==> config.mk <==
export PLATFORM = sky130hd
export DESIGN_NAME = serial_add_ctrl
export DESIGN_NICKNAME = d
export VERILOG_FILES = /design/src/rtl/serial_add_pkg.sv /design/src/rtl/serial_fa_cell.sv /design/src/rtl/serial_add_ctrl.sv
export SDC_FILE = /design/constraint.sdc
export NUM_CORES = 1
export LEC_CHECK = 0
export ABC_AREA = 1
export CAP_MARGIN = 20
export CORE_UTILIZATION = 30
export CTS_CLUSTER_DIAMETER = 80
export CTS_CLUSTER_SIZE = 8
export DETAILED_ROUTE_END_ITERATION = 6
export GPL_ROUTABILITY_DRIVEN = 0
export PLACE_DENSITY = 0.63
export SETUP_SLACK_MARGIN = 0.2
export SLEW_MARGIN = 10
export SYNTH_ARGS = -nofsm -noshare
export SYNTH_HDL_FRONTEND = slang
export SYNTH_SLANG_ARGS = --single-unit
==> constraint.sdc <==
create_clock -name clk -period 1.1 [get_ports clk]
set_input_delay 0.11 -clock clk [delete_from_list [all_inputs] [get_ports clk]]
set_output_delay 0.11 -clock clk [all_outputs]
set_load 0.1 [all_outputs]
==> src/rtl/serial_add_pkg.sv <==
// Shared definitions for the bit-serial adder controller: FSM state
// encodings and the default operand width.
package serial_add_pkg;

  localparam int DEFAULT_WIDTH = 8;

  typedef enum logic [1:0] {
    S_IDLE = 2'd0,
    S_RUN  = 2'd1,
    S_DONE = 2'd2
  } state_e;

endpackage : serial_add_pkg

==> src/rtl/serial_fa_cell.sv <==
// Single-bit full adder built from two half-adder stages and an OR gate.
// Purely combinational; the controller feeds it one operand bit per clock.
module serial_fa_cell (
  input  logic a,
  input  logic b,
  input  logic ci,
  output logic s,
  output logic co
);

  logic ha0_s;
  logic ha0_c;
  logic ha1_c;

  // First half adder combines the operand bits, second folds in the carry.
  assign ha0_s = a ^ b;
  assign ha0_c = a & b;
  assign s     = ha0_s ^ ci;
  assign ha1_c = ha0_s & ci;
  assign co    = ha0_c | ha1_c;

endmodule : serial_fa_cell

==> src/rtl/serial_add_ctrl.sv <==
// Sequencing controller for a bit-serial adder. Operands are accepted over a
// valid/ready handshake, added LSB-first through one full-adder cell at one
// bit per clock, and the sum/carry-out are offered over a second handshake.
// Optional feature: define SERIAL_ADD_OVF_EN to add the signed-overflow
// output ovf.
module serial_add_ctrl
  import serial_add_pkg::*;
#(
  parameter int WIDTH = DEFAULT_WIDTH,
  // Derived counter width; leave at its default.
  parameter int CNT_W = $clog2(WIDTH + 1)
) (
  input  logic             clk,
  input  logic             rst_n,
  input  logic             in_valid,
  output logic             in_ready,
  input  logic [WIDTH-1:0] a,
  input  logic [WIDTH-1:0] b,
  input  logic             cin,
  output logic             out_valid,
  input  logic             out_ready,
  output logic [WIDTH-1:0] sum,
  output logic             cout,
`ifdef SERIAL_ADD_OVF_EN
  output logic             ovf,
`endif
  output logic             busy
);

  state_e             state_q;
  logic               in_ready_q;
  logic               out_valid_q;
  logic               busy_q;
  logic [WIDTH-1:0]   a_sh_q;
  logic [WIDTH-1:0]   b_sh_q;
  logic [WIDTH-1:0]   sum_sh_q;
  logic [WIDTH-1:0]   sum_sh_d;
  logic               carry_q;
  logic [CNT_W-1:0]   cnt_q;
`ifdef SERIAL_ADD_OVF_EN
  logic               ovf_q;
`endif

  logic fa_s;
  logic fa_co;

  serial_fa_cell u_fa (
    .a  (a_sh_q[0]),
    .b  (b_sh_q[0]),
    .ci (carry_q),
    .s  (fa_s),
    .co (fa_co)
  );

  // Sum bits enter at the MSB so that after WIDTH shifts the LSB-first
  // results line up in their natural positions (also valid for WIDTH=1).
  assign sum_sh_d = (sum_sh_q >> 1) | (WIDTH'(fa_s) << (WIDTH - 1));

  // FSM, bit counter, shift registers and carry flop; all outputs registered.
  // NOTE: sequential state uses non-blocking assignments only, so every
  // register in this block sees the pre-edge values of the others.
  always_ff @(posedge clk or negedge rst_n) begin
    if (!rst_n) begin
      // NOTE: datapath registers are reset as well, not just the FSM, because
      // sum/cout are visible outputs with defined reset values and an aborted
      // operation must leave no stale result behind.
      state_q     <= S_IDLE;
      in_ready_q  <= 1'b1;
      out_valid_q <= 1'b0;
      busy_q      <= 1'b0;
      a_sh_q      <= '0;
      b_sh_q      <= '0;
      sum_sh_q    <= '0;
      carry_q     <= 1'b0;
      cnt_q       <= '0;
`ifdef SERIAL_ADD_OVF_EN
      ovf_q       <= 1'b0;
`endif
    end else begin
      unique case (state_q)
        S_IDLE: begin
          if (in_valid && in_ready_q) begin
            a_sh_q     <= a;
            b_sh_q     <= b;
            carry_q    <= cin;
            cnt_q      <= CNT_W'(WIDTH);
            state_q    <= S_RUN;
            in_ready_q <= 1'b0;
            busy_q     <= 1'b1;
`ifdef SERIAL_ADD_OVF_EN
            ovf_q      <= 1'b0;
`endif
          end
        end

        S_RUN: begin
          a_sh_q   <= a_sh_q >> 1;
          b_sh_q   <= b_sh_q >> 1;
          sum_sh_q <= sum_sh_d;
          carry_q  <= fa_co;
          cnt_q    <= cnt_q - CNT_W'(1);
          if (cnt_q == CNT_W'(1)) begin
            state_q     <= S_DONE;
            out_valid_q <= 1'b1;
`ifdef SERIAL_ADD_OVF_EN
            // carry_q is the carry into the MSB during this final bit-cycle.
            ovf_q       <= carry_q ^ fa_co;
`endif
          end
        end

        S_DONE: begin
          // Result held until popped; no accept in the same cycle as a pop.
          if (out_ready) begin
            state_q     <= S_IDLE;
            out_valid_q <= 1'b0;
            busy_q      <= 1'b0;
            in_ready_q  <= 1'b1;
          end
        end

        default: begin
          state_q     <= S_IDLE;
          in_ready_q  <= 1'b1;
          out_valid_q <= 1'b0;
          busy_q      <= 1'b0;
        end
      endcase
    end
  end

  assign in_ready  = in_ready_q;
  assign out_valid = out_valid_q;
  assign busy      = busy_q;
  assign sum       = sum_sh_q;
  assign cout      = carry_q;
`ifdef SERIAL_ADD_OVF_EN
  assign ovf       = ovf_q;
`endif

endmodule : serial_add_ctrl

==> run_results.csv <==
group,metric,value,unit
status,violations,"negative setup slack",
timing,rsz0062_at_grt,"true",
floorplanning,rows,26,
global_routing,first_global_vias,1474,
timing,worstMarginPinSlew,0.241,ns
critical_path,worstRegToRegCells,5,
critical_path,crit_required,1.28,ns
floorplanning,io_pins,33,
critical_path,crit_arrival,1.50,ns
timing,min_period_over_period,121,%
clock_tree,cts-buffers-inserted,5,
timing,clock.fmax,754,MHz
floorplanning,dieHeight,75.3,um
yosys,synth_nets,212,
clock_tree,cts_max_level,2,
yosys,synth_area_leaders,"dfrtp_1, nand2_1, o21ai_0",
yosys,synth.largest_area_cell,"dfrtp_1",
global_routing,antenna_found_initial,0,
floorplanning,dieArea,5670,um2
floorplanning,die_x,75.3,um
clock_tree,clock_latency,0.29,ns
route,drtIter0Drc,97,
timing,setup_viol,34,
placed_design,portBuffers,32,
critical_path,crit_start,"in_ready",
finish,stdcell_area,2870,um2
yosys,synthCells,188,
critical_path,crit_type,"reg2reg",
critical_path,critPathMaxFanout,7,
placed_design,hpwl,2.46,mm
clock_tree,cts_tree,"done",
timing,fin_worst_skew,0.00777,ns
timing,setup_ws,-0.226,ns
finish,synthToLayoutAreaGrowth,77.9,%
global_routing,grt_first_pass_wirelength,6.64,mm
finish,final_nets,277,
global_routing,grt_overflow,0,
critical_path,r2r_slack,-0.23,ns
finish,antennaDiodeCount,0,
yosys,yosysMostFrequentCell,"nand2_1",
critical_path,end_kind,"register",
critical_path,critPathCapture,"a_sh_q[1]",
yosys,ys.flop_type,"dfrtp_1",
clock_tree,cts.sinks,34,
yosys,syn_area,1610,um2
critical_path,cp-start-kind,"register",
placed_design,placed_area,2280,um2
global_routing,grt_max_degree,35,
timing,setup_tns,-4.20,ns
floorplanning,initial_core_util,31.4,%
yosys,synth_warnings,0,
status,status,"complete, but fails checks",
global_routing,track_usage,16.1,%
timing,drv_slew,0,
route,drt-vias-per-instance,4.58,
timing,hold_viol,0,
route,ant_nets,0,
yosys,synth_edf_count,0,
finish,drive_gt1_share,50.4,%
floorplanning,core-area,5140,um2
timing,slew-limit-headroom,83.8,%
clock_tree,clock_path_buffers,2,
finish,final_cell_count_no_fill,324,
route,dr.pass1.iters,4,
yosys,synthTopCellsByCount,"nand2_1, dfrtp_1, inv_1, o21ai_0, o21ai_1",
yosys,ys_seq_elements,34,
yosys,async_flop_share,100,%
route,vias,1484,
placed_design,dp.cells,297,
clock_tree,root_buffer,"clkbuf_8",
yosys,yosysSeqAreaShare,52.8,%
critical_path,r2r_start,"in_ready",
yosys,synth.avg_cell_area,8.58,um2
worst_hold_path,min_path_type,"in2async",
yosys,netlist.area_leader.share,51.2,%
placed_design,place_ws,-0.154,ns
route,drcViolationCount,0,
job,maxCapViolCount,0,
route,wl_per_cell,13.1,um
route,totalWireLength,4.23,mm
critical_path,worstReg2RegEnd,"a_sh_q[1]",
timing,period_minus_slack,1.33,ns
clock_tree,cts.clk_slew.worst_paths,0.07,ns
yosys,synth_cell_types,23,
stage by stage:
stage / utilization (%) / hold WS, ns
after global placement: 44.4 / 0.470
after CTS: 52.3 / 0.187
after detailed placement: 44.4 / 0.476
final: 55.8 / 0.178
after global routing: 55.8 / 0.206
after floorplan: - / -0.186
layout make-up:
cell class	instances	area, um2
fillers	472	2270
repair buffers	67	900
flip-flops and latches	34	872
multi-input cells	121	822
inverters	24	97.6
clock buffers	8	90.1
well taps	70	87.6
how the worst min path moves through the flow:
stage	to	depth (start not counted)
floorplan	a_sh_q[0]	0
finish	state_q[0]	2
detailed placement	cnt_q[3]	2
global placement	cnt_q[3]	2
CTS	b_sh_q[2]	2
global route	b_sh_q[3]	2
per-layer routing:
layer  up-vias  track usage (%)  part of all wire, %
li1        728                -                    -
met1       720             19.1                   39
met2        28             27.6                   55
met3         8             3.84                  3.2
met4         0             7.82                  2.2
met5         -                0                    0
what timing repair did:
item | in CTS | in global routing
setup endpoints to repair | 46 | 46
cloned | 3 | 1
hold buffers | 0 | 0
pin swaps | 13 | 8
resized for setup | 58 | 30
buffers inserted | 11 | 4
worst max-delay path, cell delays in order (launching register included):
cell       delay (ns)
dfstp_4          0.65
nand3_4          0.11
nand2_8          0.13
buf_12           0.12
clkbuf_16        0.14
o21ai_1          0.06
kinds of logic after synthesis:
family | synth area share (%)
buffers and inverters | 10.5
AO/OA/AOI/OAI | 14.4
AND/OR/NAND/NOR | 19.5
adder cells (fa/ha/maj) | 2.79
flip-flops | 52.8
sequential cells by signal (all words and copies together) (netlist names):
| register | flops |
|---|---|
| cnt_q | 4 |
| state_q | 2 |
| cout | 1 |
| in_ready | 1 |
| out_valid | 1 |
| b_sh_q | 8 |
| a_sh_q | 8 |
| busy | 1 |
| sum | 8 |
placed cells by master, fill, tap and decap left out, types with 2 or more instances in the layout:
master and n:
buf_12 18, buf_16 2, buf_4 10, buf_6 15, clkbuf_1 2, clkbuf_8 6, clkdlybuf4s50_1 20, dfrtp_1 22
dfrtp_2 10, ha_1 2, inv_1 21, inv_2 2, nand2_1 34, nand2_2 21, nand2_4 7, nand3_1 4
nand3_2 4, nor2_1 2, o21ai_0 2, o21ai_1 15, o21ai_2 22
Power is not shown: default switching activity piles up to over one toggle a cycle in this logic, so the estimate is an artifact.
